### src/rtl/uart_tx_arbiter_pkg.sv
// Shared types and constants for the UART transmit arbiter: FSM state
// encoding, the base value of the source-ID header byte and a width helper.
package uart_tx_arbiter_pkg;

    // Arbiter FSM states; anything other than ST_IDLE means a packet is granted.
    typedef enum logic [1:0] {
        ST_IDLE    = 2'd0,
        ST_HEADER  = 2'd1,
        ST_PAYLOAD = 2'd2
    } state_e;

    // Header byte is HEADER_BASE + requester index, i.e. ASCII '0'..'7'.
    localparam logic [7:0] HEADER_BASE = 8'h30;

    // Index width for n requesters, never narrower than one bit.
    function automatic int clog2_w(input int n);
        if (n <= 2) begin
            return 1;
        end else begin
            return $clog2(n);
        end
    endfunction

endpackage : uart_tx_arbiter_pkg

### src/rtl/uart_tx_arbiter_rr_arbiter.sv
// Combinational round-robin picker: returns the first valid requester found
// searching upward (with wrap) from the one after last_grant_i.
module rr_arbiter
    import uart_tx_arbiter_pkg::*;
#(
    parameter int NUM_REQ = 4,
    parameter int IDW     = clog2_w(NUM_REQ)
) (
    input  logic [NUM_REQ-1:0] valid_i,
    input  logic [IDW-1:0]     last_grant_i,
    output logic [IDW-1:0]     winner_o,
    output logic               any_valid_o
);

    logic           found_s;
    logic [IDW-1:0] idx_s;

    // Rotating priority search starting just above the previous winner.
    always_comb begin
        winner_o    = '0;
        found_s     = 1'b0;
        idx_s       = '0;
        any_valid_o = |valid_i;
        for (int k = 1; k <= NUM_REQ; k++) begin
            idx_s = IDW'((int'(last_grant_i) + k) % NUM_REQ);
            if (!found_s && valid_i[idx_s]) begin
                found_s  = 1'b1;
                winner_o = idx_s;
            end else begin
                found_s  = found_s;
                winner_o = winner_o;
            end
        end
    end

endmodule : rr_arbiter

### src/rtl/uart_tx_arbiter.sv
// Multiplexes NUM_REQ byte-stream requesters onto one UART transmit FIFO
// write port. A requester is granted for a whole packet (optionally prefixed
// by a source-ID header byte); a packet that stalls for TIMEOUT valid-low
// cycles is abandoned with a one-cycle abort pulse.
module uart_tx_arbiter
    import uart_tx_arbiter_pkg::*;
#(
    parameter  int NUM_REQ   = 4,
    parameter  int HEADER_EN = 1,
    parameter  int TIMEOUT   = 1023,
    localparam int IDW       = clog2_w(NUM_REQ)
) (
    input  logic                 clk,
    input  logic                 rst,
    input  logic [NUM_REQ-1:0]   req_valid,
    input  logic [8*NUM_REQ-1:0] req_data,
    input  logic [NUM_REQ-1:0]   req_last,
    output logic [NUM_REQ-1:0]   req_ready,
    output logic [7:0]           tx_data,
    output logic                 tx_strobe,
    input  logic                 tx_full,
    output logic                 busy,
    output logic [IDW-1:0]       grant_id,
    output logic                 abort
);

    localparam int SW = $clog2(TIMEOUT + 1);

    state_e         state_q, state_d;
    logic [IDW-1:0] grant_q, grant_d;
    logic [IDW-1:0] last_grant_q, last_grant_d;
    logic [SW-1:0]  stall_q, stall_d;
    logic           tx_strobe_q, tx_strobe_d;
    logic [7:0]     tx_data_q, tx_data_d;
    logic           abort_q, abort_d;

    logic [IDW-1:0]     winner_s;
    logic               any_valid_s;
    logic               issue_ok_s;
    logic               sel_valid_s;
    logic               sel_last_s;
    logic [7:0]         sel_data_s;
    logic [NUM_REQ-1:0] req_ready_s;

    rr_arbiter #(
        .NUM_REQ (NUM_REQ),
        .IDW     (IDW)
    ) u_rr_arbiter (
        .valid_i      (req_valid),
        .last_grant_i (last_grant_q),
        .winner_o     (winner_s),
        .any_valid_o  (any_valid_s)
    );

    // A write may only be issued when the FIFO has room and the previous
    // cycle carried no strobe, so tx_full always reflects the last write.
    assign issue_ok_s = !tx_full && !tx_strobe_q;

    // Route the granted requester's valid/last/data to the FSM.
    always_comb begin
        sel_valid_s = 1'b0;
        sel_last_s  = 1'b0;
        sel_data_s  = 8'h00;
        for (int i = 0; i < NUM_REQ; i++) begin
            if (grant_q == IDW'(i)) begin
                sel_valid_s = req_valid[i];
                sel_last_s  = req_last[i];
                sel_data_s  = req_data[8*i +: 8];
            end else begin
                sel_valid_s = sel_valid_s;
                sel_last_s  = sel_last_s;
                sel_data_s  = sel_data_s;
            end
        end
    end

    // Next-state, handshake and output-register logic of the packet FSM.
    always_comb begin
        state_d      = state_q;
        grant_d      = grant_q;
        last_grant_d = last_grant_q;
        stall_d      = stall_q;
        tx_strobe_d  = 1'b0;
        tx_data_d    = tx_data_q;
        abort_d      = 1'b0;
        req_ready_s  = '0;

        case (state_q)
            ST_IDLE: begin
                if (any_valid_s) begin
                    grant_d = winner_s;
                    stall_d = '0;
                    state_d = (HEADER_EN != 0) ? ST_HEADER : ST_PAYLOAD;
                end else begin
                    state_d = ST_IDLE;
                end
            end

            ST_HEADER: begin
                if (issue_ok_s) begin
                    tx_strobe_d = 1'b1;
                    tx_data_d   = HEADER_BASE + 8'(grant_q);
                    stall_d     = '0;
                    state_d     = ST_PAYLOAD;
                end else begin
                    state_d = ST_HEADER;
                end
            end

            ST_PAYLOAD: begin
                for (int i = 0; i < NUM_REQ; i++) begin
                    req_ready_s[i] = (grant_q == IDW'(i)) ? issue_ok_s : 1'b0;
                end
                if (sel_valid_s && issue_ok_s) begin
                    tx_strobe_d = 1'b1;
                    tx_data_d   = sel_data_s;
                    stall_d     = '0;
                    if (sel_last_s) begin
                        last_grant_d = grant_q;
                        state_d      = ST_IDLE;
                    end else begin
                        state_d = ST_PAYLOAD;
                    end
                end else if (!sel_valid_s) begin
                    // Only cycles without data count toward the timeout;
                    // back-pressure from a full FIFO never aborts a packet.
                    if (stall_q >= SW'(TIMEOUT - 1)) begin
                        abort_d      = 1'b1;
                        last_grant_d = grant_q;
                        stall_d      = '0;
                        state_d      = ST_IDLE;
                    end else begin
                        stall_d = stall_q + SW'(1);
                    end
                end else begin
                    stall_d = stall_q;
                end
            end

            default: begin
                state_d = ST_IDLE;
            end
        endcase
    end

    // State and output registers; requester 0 wins the first arbitration.
    always_ff @(posedge clk or posedge rst) begin
        if (rst) begin
            state_q      <= ST_IDLE;
            grant_q      <= '0;
            last_grant_q <= IDW'(NUM_REQ - 1);
            stall_q      <= '0;
            tx_strobe_q  <= 1'b0;
            tx_data_q    <= 8'h00;
            abort_q      <= 1'b0;
        end else begin
            state_q      <= state_d;
            grant_q      <= grant_d;
            last_grant_q <= last_grant_d;
            stall_q      <= stall_d;
            tx_strobe_q  <= tx_strobe_d;
            tx_data_q    <= tx_data_d;
            abort_q      <= abort_d;
        end
    end

    assign req_ready = req_ready_s;
    assign tx_data   = tx_data_q;
    assign tx_strobe = tx_strobe_q;
    assign busy      = (state_q != ST_IDLE);
    assign grant_id  = grant_q;
    assign abort     = abort_q;

endmodule : uart_tx_arbiter

### config.mk
export PLATFORM = sky130hd
export DESIGN_NAME = uart_tx_arbiter
export DESIGN_NICKNAME = d
export VERILOG_FILES = /design/src/rtl/uart_tx_arbiter_pkg.sv /design/src/rtl/uart_tx_arbiter_rr_arbiter.sv /design/src/rtl/uart_tx_arbiter.sv
export SDC_FILE = /design/constraint.sdc
export NUM_CORES = 1
export LEC_CHECK = 0
export ABC_CLOCK_PERIOD_IN_PS = 5400
export CAP_MARGIN = 5
export CORE_ASPECT_RATIO = 0.9
export CORE_MARGIN = 2
export CORE_UTILIZATION = 49
export CTS_CLUSTER_SIZE = 30
export DETAILED_ROUTE_END_ITERATION = 8
export HOLD_SLACK_MARGIN = 0.03
export PLACE_DENSITY = 0.87
export SLEW_MARGIN = 15
export SYNTH_ARGS = -nofsm -noshare
export SYNTH_HDL_FRONTEND = slang
export SYNTH_SLANG_ARGS = --single-unit
### constraint.sdc
create_clock -name clk -period 5.4 [get_ports clk]
set_input_delay 0.81 -clock clk [delete_from_list [all_inputs] [get_ports clk]]
set_output_delay 0.81 -clock clk [all_outputs]
set_load 0.03 [all_outputs]
After elaboration in Yosys (flattened, before gate mapping)

Index checks and enable logic that the tools add are counted.

Reduce and logical (&&, ||, !) cells: 22
Magnitude comparators: 5
Eq/ne operators: 12
Muxes and demuxes: 59
$add $sub $neg: 6

Operators with widths:

| kind                                                        | number |
|---|---|
| 2-to-1 mux 10 bit                                           | 5 |
| 2-to-1 mux 8 bit                                            | 6 |
| case mux 10 bit (3 select lines)                            | 1 |
| 2-to-1 mux 1 bit                                            | 26 |
| 2-to-1 mux 2 bit                                            | 13 |
| case mux 8 bit (2 select lines)                             | 1 |
| less-than comparator 2 x 3 -> 1 bit (second input constant) | 4 |
| adder 10 x 1 -> 10 bit (second input constant)              | 1 |
| >= comparator 10 bit (second input constant)                | 1 |
| binary-select mux 1 bit (select 2 bit)                      | 4 |
| inequality test 2 bit (second input constant)               | 4 |
| AND reduction 4 bit                                         | 2 |
| adder 6 x 2 -> 7 bit (first input constant)                 | 1 |
| == test 2 bit (second input constant)                       | 3 |
| inequality test 3 bit (second input constant)               | 2 |
| case mux 2 bit (3 select lines)                             | 1 |
| nonzero test 2 bit                                          | 3 |
| logical AND 1 bit                                           | 5 |
| logical NOT 1 bit                                           | 5 |
| adder 2 x 1 -> 2 bit (second input constant)                | 2 |
| adder 2 bit (second input constant)                         | 2 |
| == test 2 x 1 -> 1 bit (second input constant)              | 2 |
| logical NOT 2 bit                                           | 2 |
| 2-to-1 mux 4 bit                                            | 1 |
| 6 further kinds                                             | 7 |

Logic and storage cells: 111
Bits in registers: 26
Input bits: 43
Output and inout bits: 17

Longest topological paths before layout

Depth after elaboration: 13
Mapped depth: 9
Gate-level depth less buffers: 7

By module

From an unflattened synthesis, not the netlist that was laid out.

Cells, all modules: 178
Area, all modules: 1739.2 sq um

By module, submodules not included:

| module          | times used | area each (sq um) | sequential area each (sq um) | cells an instance |
|---|---|---|---|---|
| uart_tx_arbiter | 1          | 1657.8            | 653.1                        | 164 |
| rr_arbiter      | 1          | 81.3              | 0.0                          | 14 |

Worst setup path before layout

Ideal clock, no wire load.

Kind: flip-flop to output port
Start: register state_q[0]
End: output req_ready[0]
Slack: 2729 ps
Arrival: 1861 ps
Buffers on the path: 2
Stages on the path, launching flop included: 7
Data required time: 4590 ps
Cells stage by stage: dfrtp_1 inv_1 ha_1 clkbuf_1 clkbuf_1 nand2_1 nor3_1

Longest elaborated chain between the ends: 2

RTL lines:

| what                     | RTL line               | source |
|---|---|---|
| start: declaration       | uart_tx_arbiter.sv:29  | `state_e state_q, state_d;` |
| start signal: assignment | uart_tx_arbiter.sv:157 | `state_q <= state_d;` |
| == test 2 bit            | uart_tx_arbiter.sv:88  | `case (state_q)` |
| 2-to-1 mux 4 bit         | uart_tx_arbiter.sv:88  |  |
| end: declaration         | uart_tx_arbiter.sv:18  | `output logic [NUM_REQ-1:0] req_ready,` |

Every way passes these cells.

Worst setup path in the final report

Start: input tx_full
End: output req_ready[2]

Longest elaborated chain between the ends: 4

RTL lines:

| what               | RTL line               | source |
|---|---|---|
| start: declaration | uart_tx_arbiter.sv:21  | `input logic tx_full,` |
| logical NOT 1 bit  | uart_tx_arbiter.sv:57  | `assign issue_ok_s = !tx_full && !tx_strobe_q;` |
| logical AND 1 bit  | uart_tx_arbiter.sv:57  |  |
| 2-to-1 mux 1 bit   | uart_tx_arbiter.sv:112 | `req_ready_s[i] = (grant_q == IDW'(i)) ? issue_ok_s : 1'b0;` |
| 2-to-1 mux 4 bit   | uart_tx_arbiter.sv:88  |  |

Every way passes these cells.

==> reports/results.tsv <==
stage	metric	value	unit
power_and_ir_drop	Leak	0.9858	nW
finish	most frequent cells in the layout	59 x clkdlybuf4s50_1, 27 x nand2_1, 24 x dfrtp_1, 14 x o21ai_0	
global_route	vias in the first global route	1410	
yosys	netlist area before placement	1764	um2
place	RD Place Congestion	0.8320	
setup_path	WS Path Type	primary input to output port	
cts	clock root buffer	clkbuf_8	
run_status	status	completed	
cts	CTS tree	built	
sta	final setup fails	0	
setup_path	worst setup path endpoint	req_ready[2]	
cts	clk sinks	26	
setup_path	CP endpoint kind	output port	
finish	Finished Layout Cells	278	
cts	CTS clk-pin slew, worst paths	0.09	ns
yosys	syn avg cell area	9.801	um2
floorplanning	die area	4097	um2
yosys	Synth Flop Type	dfrtp_1	
yosys	EDFF count, synth	0	
floorplanning	total core area	3403	um2
setup_path	Critical Path Source Type	primary input	
global_route	GRT Util Overall	0.2287	
place	DPL Wire Length	3448	um
sta	Max Clock Freq	301.4	MHz
setup_path	Crit. Startpoint	tx_full	
cts	CTS Buf Count	3	
finish	fraction of layout cells with a size suffix above 1	0.1154	
yosys	Synth Area in Adders	0.04255	
sta	Final Hold Viols	0	
power_and_ir_drop	maximum vdd drop	0.2924	mV
cts	CTS H-tree depth	1	
setup_path	Reg2Reg Depth	4	
global_route	first-pass GRT wire length	6789	um
power_and_ir_drop	NetSw	449.3	uW
floorplanning	Starting Density	0.5184	
drt	Pre-Repair DR Iteration Count	4	
sta	min Tclk post-route	3.317	ns
worst_hold_path	Hold Path Class	flop to flop	
yosys	Yosys warnings	0	
setup_path	Stages on worst setup path	5	
sta	Setup Skew	0.002403	ns
sta	Slew @ Worst Pin	0.9571	ns
setup_path	CP cell instances	clkdlybuf4s50_1, nor2_1, nand2_1, nor3_1, clkdlybuf4s50_1	
sta	RSZ-0062 raised after global routing	false	
cts	post-cts resize count	0	
yosys	post-synthesis register bit count	26	
yosys	post-synthesis sequential area ratio	0.3702	
setup_path	critical path required time	4.59	ns
drt	Detailed Route WL	4338	um
floorplanning	die height	60.93	um
power_and_ir_drop	Gate power share	0.549	
setup_path	slowest CP cell	clkdlybuf4s50_1	
yosys	main combinational cell family by area after synthesis	simple AND/OR/NAND/NOR gates	
power_and_ir_drop	clock network power share	0.121	
sta	max-slew violations	0	
place	Place WS	2.078	ns
cts	Longest Clk Path Bufs	2	
finish	antenna diode count	0	
finish	Final #Nets	284	
setup_path	cell family with most CP delay	buffers and inverters	
drt	initial DRC count	59	
finish	P&R area growth vs syn	36.67	%
drt	antenna viol nets, final	0	
drt	drt drc	0	
setup_path	Worst EP arrival	2.51	ns
cts	hold buffers post-CTS	0	
setup_path	R2R Setup Slk	2.77	ns
power_and_ir_drop	PwrDens	430.3	nW/um2
floorplanning	site row count	20	
drt	via count	1552	
global_route	largest net degree at the start of global routing	27	
place	placed cells	274	
cts	# Post-CTS Setup Buffers	0	
yosys	Post-Synth Simple-Gate Area	0.1922	
sta	Slew HR	0.3576	
drt	Vias/cell	5.583	
yosys	XOR/XNOR Fraction of Synth Area	0	
sta	setup TNS	0	ns
setup_path	Critical R2R Launch	grant_id[1]	
power_and_ir_drop	Flop pwr share	0.330	
setup_path	Most common cell on crit path	clkdlybuf4s50_1	
finish	commonest non-fill, non-tap cell in the layout	clkdlybuf4s50_1	
sta	setup ws final	2.083	ns
yosys	Syn Inst Count	180	
flow_run	max-cap violation count	0	
setup_path	crit path buf inv count	2	
setup_path	Max FO, Critical Path	4	
floorplanning	Die Wd	67.25	um
yosys	post-synth cell types	44	
power_and_ir_drop	Sw Ratio	0.4330	
setup_path	max incr delay on CP	0.71	ns
floorplanning	I/O Pins	60	
yosys	multiplexer area fraction after synthesis	0.1773	
place	Port Buf Inserts	59	
drt	mean routed wirelength per cell	15.60	um
cts	clock latency on the worst-skew pair	0.27	ns
power_and_ir_drop	Pint	588.2	uW
global_route	gr ovfl total	0	
yosys	Synth Area in Compound Gates	0.1681	
yosys	Post-synth ARST share	1.000	
setup_path	Worst R2R End	tx_data[5]	
yosys	Synth Net Count	229	
sta	fin crit share	0.6143	
global_route	initial antenna violation count	0	
==> metal layers <==
metal / GRT usage / vias to the layer above / wire (um)
met5: 0 / - / 0
met4: 0.04373 / 0 / 32
met3: 0.04638 / 5 / 137
met2: 0.4158 / 26 / 2342
met1: 0.2852 / 761 / 1825
li1: - / 760 / -
==> worst reg2reg max path: cells and delay by family (launching register included) <==
kind           cells  cell delay [ns]
AO/OA/AOI/OAI      3             1.20
flip-flops         1             0.88
multiplexers       1             0.39
==> worst min-delay path by stage <==
stage                  to  depth (start not counted)        from  slack, ns
5_1_grt        tx_data[7]                          2  tx_data[7]       0.51
2_1_floorplan  stall_q[4]                          1  stall_q[4]       0.47
3_3_place_gp   tx_data[4]                          2  tx_data[4]       0.46
3_5_place_dp   tx_data[7]                          2  tx_data[7]       0.47
4_1_cts        tx_data[7]                          2  tx_data[7]       0.49
6_report       tx_data[6]                          2  tx_data[6]       0.49
==> power groups by stage <==
stage	Clock (mW)	Combinational, mW	Sequential, mW
detailed placement	0	0.569	0.347
finish	0.125	0.570	0.342
global placement	0	0.557	0.342
global route	0.136	0.617	0.354
floorplan	0	0.381	0.359
CTS	0.130	0.571	0.343
==> per-stage QoR <==
step | util | power (mW) | hold WS [ns] | cell area [um2]
floorplan | - | 0.7400 | 0.4666 | 1764
global placement | 0.6923 | 0.8987 | 0.4627 | 2356
detailed placement | 0.6923 | 0.9163 | 0.4725 | 2356
CTS | 0.7085 | 1.044 | 0.4932 | 2411
global route | 0.7085 | 1.107 | 0.5144 | 2411
finish | 0.7085 | 1.037 | 0.4909 | 2411
==> final cells by class <==
type	instances	area, um2
flip-flops and latches	26	653.1
inverters	9	33.78
multi-input cells	136	1023
repair buffers	59	590.6
well taps	44	55.05
fillers	280	992.2
clock buffers	4	55.05
==> kinds of logic (layout without fill, tap and decap cells) <==
family,Yosys count,in the layout
AO/OA/AOI/OAI,44,44
adder cells (fa/ha/maj),6,6
buffers and inverters,18,72
flip-flops,26,26
multiplexers,19,19
AND/OR/NAND/NOR,67,67
==> registers in the layout, summed over array words and instances, names as in the netlist <==
register / cells
grant_id: 2
abort: 1
last_grant_q: 2
tx_data: 8
stall_q: 10
state_q: 2
tx_strobe: 1
==> cell usage after synthesis (all sizes together), types with 4 or more instances <==
| master | instances | area share |
|---|---|---|
| and3 | 4 | 0.014 |
| inv | 9 | 0.019 |
| o21ai | 19 | 0.054 |
| mux2 | 5 | 0.032 |
| ha | 6 | 0.043 |
| nand2 | 27 | 0.057 |
| nor2b | 5 | 0.018 |
| a22o | 4 | 0.020 |
| mux4 | 8 | 0.10 |
| a21oi | 6 | 0.019 |
| mux2i | 6 | 0.043 |
| nor3 | 5 | 0.017 |
| nor2 | 9 | 0.023 |
| dfrtp | 24 | 0.34 |
| nand3 | 8 | 0.023 |
| buf | 6 | 0.024 |
(Power assumes the default switching activity.)
